[config.mk]
export PLATFORM = sky130hd
export DESIGN_NAME = mem_copy_engine
export DESIGN_NICKNAME = d
export VERILOG_FILES = /design/src/rtl/mem_copy_engine.sv
export SDC_FILE = /design/constraint.sdc
export NUM_CORES = 1
export LEC_CHECK = 0
export CAP_MARGIN = 0
export CORE_MARGIN = 2
export CORE_UTILIZATION = 49
export CTS_CLUSTER_DIAMETER = 50
export DETAILED_ROUTE_END_ITERATION = 12
export MAX_ROUTING_LAYER = met4
export PLACE_DENSITY = 0.79
export SLEW_MARGIN = 20
export SYNTH_ARGS = -nofsm -noshare
export SYNTH_HDL_FRONTEND = slang
export SYNTH_SLANG_ARGS = --single-unit
[constraint.sdc]
create_clock -name clk -period 2.2 [get_ports clk]
set_clock_uncertainty 0.15 [all_clocks]
set_input_delay 0.44 -clock clk [delete_from_list [all_inputs] [get_ports clk]]
set_output_delay 0.44 -clock clk [all_outputs]
set_load 0.02 [all_outputs]
[src/rtl/mem_copy_engine.sv]
// Byte copy / fill engine driving a single-port data memory.
// Copy alternates READ and WRITE per byte; fill issues one WRITE per cycle.
module mem_copy_engine #(
   parameter int unsigned MEM_DEPTH = 64
) (
   input  logic       clk,
   input  logic       rst,
   input  logic       start,
   input  logic       mode,
   input  logic [7:0] src_addr,
   input  logic [7:0] dst_addr,
   input  logic [6:0] length,
   input  logic [7:0] fill_value,
   input  logic       abort,
   output logic [7:0] mem_address,
   output logic [7:0] mem_write_data,
   output logic       mem_memread,
   output logic       mem_memwrite,
   input  logic [7:0] mem_read_data,
   output logic       busy,
   output logic       done
);

   typedef enum logic [1:0] {
      S_IDLE,
      S_READ,
      S_WRITE,
      S_DONE
   } state_t;

   state_t     state_q, state_d;
   logic [7:0] src_q, src_d;
   logic [7:0] dst_q, dst_d;
   logic [6:0] cnt_q, cnt_d;
   logic       mode_q, mode_d;
   logic [7:0] fill_q, fill_d;
   logic [7:0] data_q, data_d;
   logic [7:0] maddr_q, maddr_d;
   logic [7:0] mwdata_q, mwdata_d;
   logic       mrd_q, mrd_d;
   logic       mwr_q, mwr_d;
   logic [6:0] len_clamped;

   function automatic logic [7:0] wrap_inc(input logic [7:0] a);
      if (32'(a) >= MEM_DEPTH - 1)
         return '0;
      return a + 8'd1;
   endfunction

   always_comb begin
      len_clamped = length;
      if (32'(length) > MEM_DEPTH)
         len_clamped = 7'(MEM_DEPTH);
   end

   always_comb begin
      state_d = state_q;
      src_d   = src_q;
      dst_d   = dst_q;
      cnt_d   = cnt_q;
      mode_d  = mode_q;
      fill_d  = fill_q;
      data_d  = data_q;

      case (state_q)
         S_IDLE: begin
            if (start) begin
               src_d  = 8'(32'(src_addr) % MEM_DEPTH);
               dst_d  = 8'(32'(dst_addr) % MEM_DEPTH);
               cnt_d  = len_clamped;
               mode_d = mode;
               fill_d = fill_value;
               if (len_clamped == '0)
                  state_d = S_DONE;
               else if (mode)
                  state_d = S_WRITE;
               else
                  state_d = S_READ;
            end
         end
         S_READ: begin
            data_d  = mem_read_data;
            state_d = abort ? S_DONE : S_WRITE;
         end
         S_WRITE: begin
            src_d = wrap_inc(src_q);
            dst_d = wrap_inc(dst_q);
            cnt_d = cnt_q - 7'd1;
            if (abort || cnt_q == 7'd1)
               state_d = S_DONE;
            else if (mode_q)
               state_d = S_WRITE;
            else
               state_d = S_READ;
         end
         S_DONE: state_d = S_IDLE;
         default: state_d = S_IDLE;
      endcase
   end

   // Memory strobes are registered from the next state so they line up with it.
   always_comb begin
      mrd_d    = (state_d == S_READ);
      mwr_d    = (state_d == S_WRITE);
      maddr_d  = '0;
      mwdata_d = '0;
      if (state_d == S_READ)
         maddr_d = src_d;
      if (state_d == S_WRITE) begin
         maddr_d  = dst_d;
         mwdata_d = mode_d ? fill_d : data_d;
      end
   end

   always_ff @(posedge clk) begin
      if (rst) begin
         state_q  <= S_IDLE;
         src_q    <= '0;
         dst_q    <= '0;
         cnt_q    <= '0;
         mode_q   <= 1'b0;
         fill_q   <= '0;
         data_q   <= '0;
         maddr_q  <= '0;
         mwdata_q <= '0;
         mrd_q    <= 1'b0;
         mwr_q    <= 1'b0;
      end else begin
         state_q  <= state_d;
         src_q    <= src_d;
         dst_q    <= dst_d;
         cnt_q    <= cnt_d;
         mode_q   <= mode_d;
         fill_q   <= fill_d;
         data_q   <= data_d;
         maddr_q  <= maddr_d;
         mwdata_q <= mwdata_d;
         mrd_q    <= mrd_d;
         mwr_q    <= mwr_d;
      end
   end

   assign mem_address    = maddr_q;
   assign mem_write_data = mwdata_q;
   assign mem_memread    = mrd_q;
   assign mem_memwrite   = mwr_q;
   assign busy           = (state_q == S_READ) || (state_q == S_WRITE);
   assign done           = (state_q == S_DONE);

endmodule
==> results.cfg <==
[critical_path]
start_kind = input port
cp_slowest_cell = clkdlybuf4s50_1
cp.required_ns = 2.33
r2r-start = state_q[0]
cpPeakStageDelay_ns = 0.46
path_cells = clkdlybuf4s50_1 > nor4_4 > a21oi_2 > or3_4 > a211oi_4 > buf_4 > and3_1
end_kind = register
arrival_ns = 2.28
r2r_cells = 7
r2r-end = mem_address[1]
rrSetupSlack_ns = 0.15
critPathMaxFanout = 9
path_class = input port to register

[route]
drt-total-wl_um = 6763
firstDrtPassIters = 5
dr.first_iter.drc_count = 219
ant_nets = 0
vias_per_cell = 5.455
post-route-drc-count = 0
dr_total_vias = 2531
wire_per_inst_um = 14.58

[die]
die_w_um = 78.54
die_h_um = 78.54
start_util_pct = 50.06
core_area_sq_um = 5439
rows = 27
io_pins = 64
die_area_sq_um = 6169

[sta]
fmax_mhz = 464.9
rsz0062_at_grt = false
slew_violations = 0
finalHoldViolCount = 0
relSlewSlack_pct = 59.29
worst_pin_slew_ns = 0.6085
min_period_ns = 2.151
finalCritPeriodShare_pct = 97.77
fin_hold_ws_ns = 0.3403
setup_viol = 0

[synth]
syn_inst = 301
synth-main-ff-cell = dfxtp_1
synthXorXnorAreaFrac_pct = 0.6434
synth_area_leaders = dfxtp_1 (44%), mux2i_1 (6.6%), nor2_1 (5.5%)
syn_area_sq_um = 2723
post_synth_fa_ha_maj_area_fraction_pct = 3.676
ys_seq_area_share_pct = 44.12
synth_edf_count = 0
synth_top_area_cell = dfxtp_1
synth.avg_cell_area_sq_um = 9.045
synth_seq_cells = 60
syn_nets = 353
muxShareOfSynthArea_pct = 7.031
synth_top_family_by_area = simple AND/OR/NAND/NOR gates
async_flop_share_pct = 0
yosysUniqueCellTypes = 45
synth_warnings = 0
synth-compound-area-share_pct = 20.17
synthSimpleGateAreaFrac_pct = 20.59
yosys.area.top_type_share_pct = 44.12

[power]
p_switching_uw = 950.2
ir_drop_v = 0.0005028
swShare_pct = 28.76
p_per_area_nw_per_um2 = 856.8
seq_power_share_pct = 38.6
internal-power_uw = 2354
power.leakage_uw = 0.001597
power_frac_clock_pct = 34.2
p_comb_share_pct = 27.3

[layout]
num_antenna_cells = 0
layout_common_cells = dfxtp_1 (59), clkdlybuf4s50_1 (58), nor2_1 (39), buf_4 (30), nand2_1 (27)
area_delta_synth_final_pct = 41.64
fin_nets = 440
utilization_pct = 70.90
drive_above_1_share_pct = 16.07
layout_commonest_cell = dfxtp_1
fill_cells = 399

[global_route]
grt_util_all_layers_pct = 23.50
grt_overflow = 0
grt_pass1_vias = 2391
grt_max_degree = 27
antenna_found_initial = 0
grt_pass1_wl_um = 10950

[cts]
cts_root_buf = clkbuf_8
clock_latency_ns = 0.33
postCtsSetupBuffers = 0
htree_levels = 3
cts_tree = done
holdBufCountCts = 0
cts.clk_slew.worst_paths_ns = 0.06
clock_path_buffers = 2
cts_made_buffers = 9
cts_sinks = 60

[worst_hold_path]
holdPathEnd = data_q[3]
hp-start = data_q[3]
whs_path_depth = 2
hold_path.class = register to register

[outcome]
outcome = finished clean

[placement]
port_buffers = 59
hpwl_um = 4792
routabilityCongestion = 0.9341

[job]
drv_cap = 0
power groups by stage:
stage,Combinational (uW),Sequential [uW],Clock [uW]
floorplan,505,1310,0
global placement,869,1290,0
detailed placement,882,1290,0
CTS,888,1270,1160
global route,987,1290,1200
finish,901,1270,1130
how the worst max path moves through the flow:
stage | from | end | slack, ns | cells past startpoint
2_1_floorplan | state_q[0] | mem_address[4] | 0.29 | 8
3_3_place_gp | length[3] | mem_write_data[3] | -0.26 | 7
3_5_place_dp | length[3] | mem_write_data[0] | -0.29 | 7
4_1_cts | state_q[0] | done | 0.04 | 3
5_1_grt | length[3] | mem_write_data[4] | 0.003 | 7
6_report | length[3] | mem_write_data[4] | 0.05 | 7
per-layer routing:
metal	track usage, %	vias up	part of all wire [%]
li1	-	1255	-
met1	28.39	1171	44
met2	37.35	96	48
met3	6.667	9	6.3
met4	8.947	0	1.2
met5	-	-	0
registers in the layout, indices dropped and copies added, names as in the netlist, 2 cells and up:
name / cells
data_q: 8
mem_write_data: 8
mem_address: 8
fill_q: 8
cnt_q: 7
state_q: 2
src_q: 8
dst_q: 8
worst max-delay path: cells and delay by family:
family | cells | cell delay [ns]
AO/OA/AOI/OAI | 2 | 0.30
buffers and inverters | 2 | 0.65
AND/OR/NAND/NOR | 3 | 0.88
synthesized netlist by cell type, types with 2 or more instances:
| cell type | instances |
|---|---|
| a31oi_1 | 10 |
| a221oi_1 | 6 |
| nor3_1 | 5 |
| and3_1 | 13 |
| a21oi_1 | 16 |
| ha_1 | 8 |
| a211oi_1 | 2 |
| buf_2 | 4 |
| a21oi_2 | 2 |
| a311oi_1 | 3 |
| buf_1 | 2 |
| o21ai_0 | 14 |
| a22o_1 | 8 |
| or3_1 | 2 |
| clkbuf_1 | 7 |
| or3b_1 | 2 |
| dfxtp_1 | 60 |
| and2_1 | 7 |
| a32o_1 | 2 |
| buf_4 | 2 |
| nor2_1 | 40 |
| mux2i_1 | 18 |
| a222oi_1 | 2 |
| nand2_1 | 27 |
| inv_1 | 9 |
| a22oi_1 | 3 |
| nor3b_1 | 5 |
| xnor2_1 | 2 |
| nand3_1 | 4 |
kinds of logic (layout without fill, tap and decap cells):
logic type / Yosys count / after routing
AOI/OAI and AO/OA: 76 / 76
xor gates and xnor gates: 2 / 2
muxes: 19 / 19
adders and majority gates: 8 / 8
buffers and inverters: 24 / 115
and+or+nand+nor: 112 / 112
DFF: 60 / 60
timing repair:
item | 4_1_cts | 5_1_grt
gates resized for setup | 1 | 7
setup endpoints to repair | 1 | 16
cloned | 0 | 0
pin swaps | 0 | 1
through the flow:
stage | TNS [ns] | setup WS (ns) | instances | area [sq um] | total power (uW)
5_1_grt | 0 | 0.003175 | 464 | 3856 | 3475
2_1_floorplan | 0 | 0.2908 | 301 | 2723 | 1812
3_3_place_gp | -3.632 | -0.2595 | 449 | 3600 | 2157
4_1_cts | 0 | 0.03624 | 464 | 3832 | 3318
6_report | 0 | 0.04906 | 464 | 3856 | 3304
3_5_place_dp | -3.894 | -0.2874 | 449 | 3600 | 2175
layout make-up:
| class | count | area, sq um | share of cell area (%) |
|---|---|---|---|
| Multi-Input combinational cell | 217 | 1441 | 37.38 |
| Sequential cell | 60 | 1202 | 31.18 |
| Timing Repair Buffer | 91 | 854.6 | 22.16 |
| Clock buffer | 12 | 165.2 | 4.283 |
| Tap cell | 72 | 90.09 | 2.336 |
| Clock inverter | 3 | 68.82 | 1.785 |
| Inverter | 9 | 33.78 | 0.8761 |
Note: power is estimated with default switching activity, not from simulation.
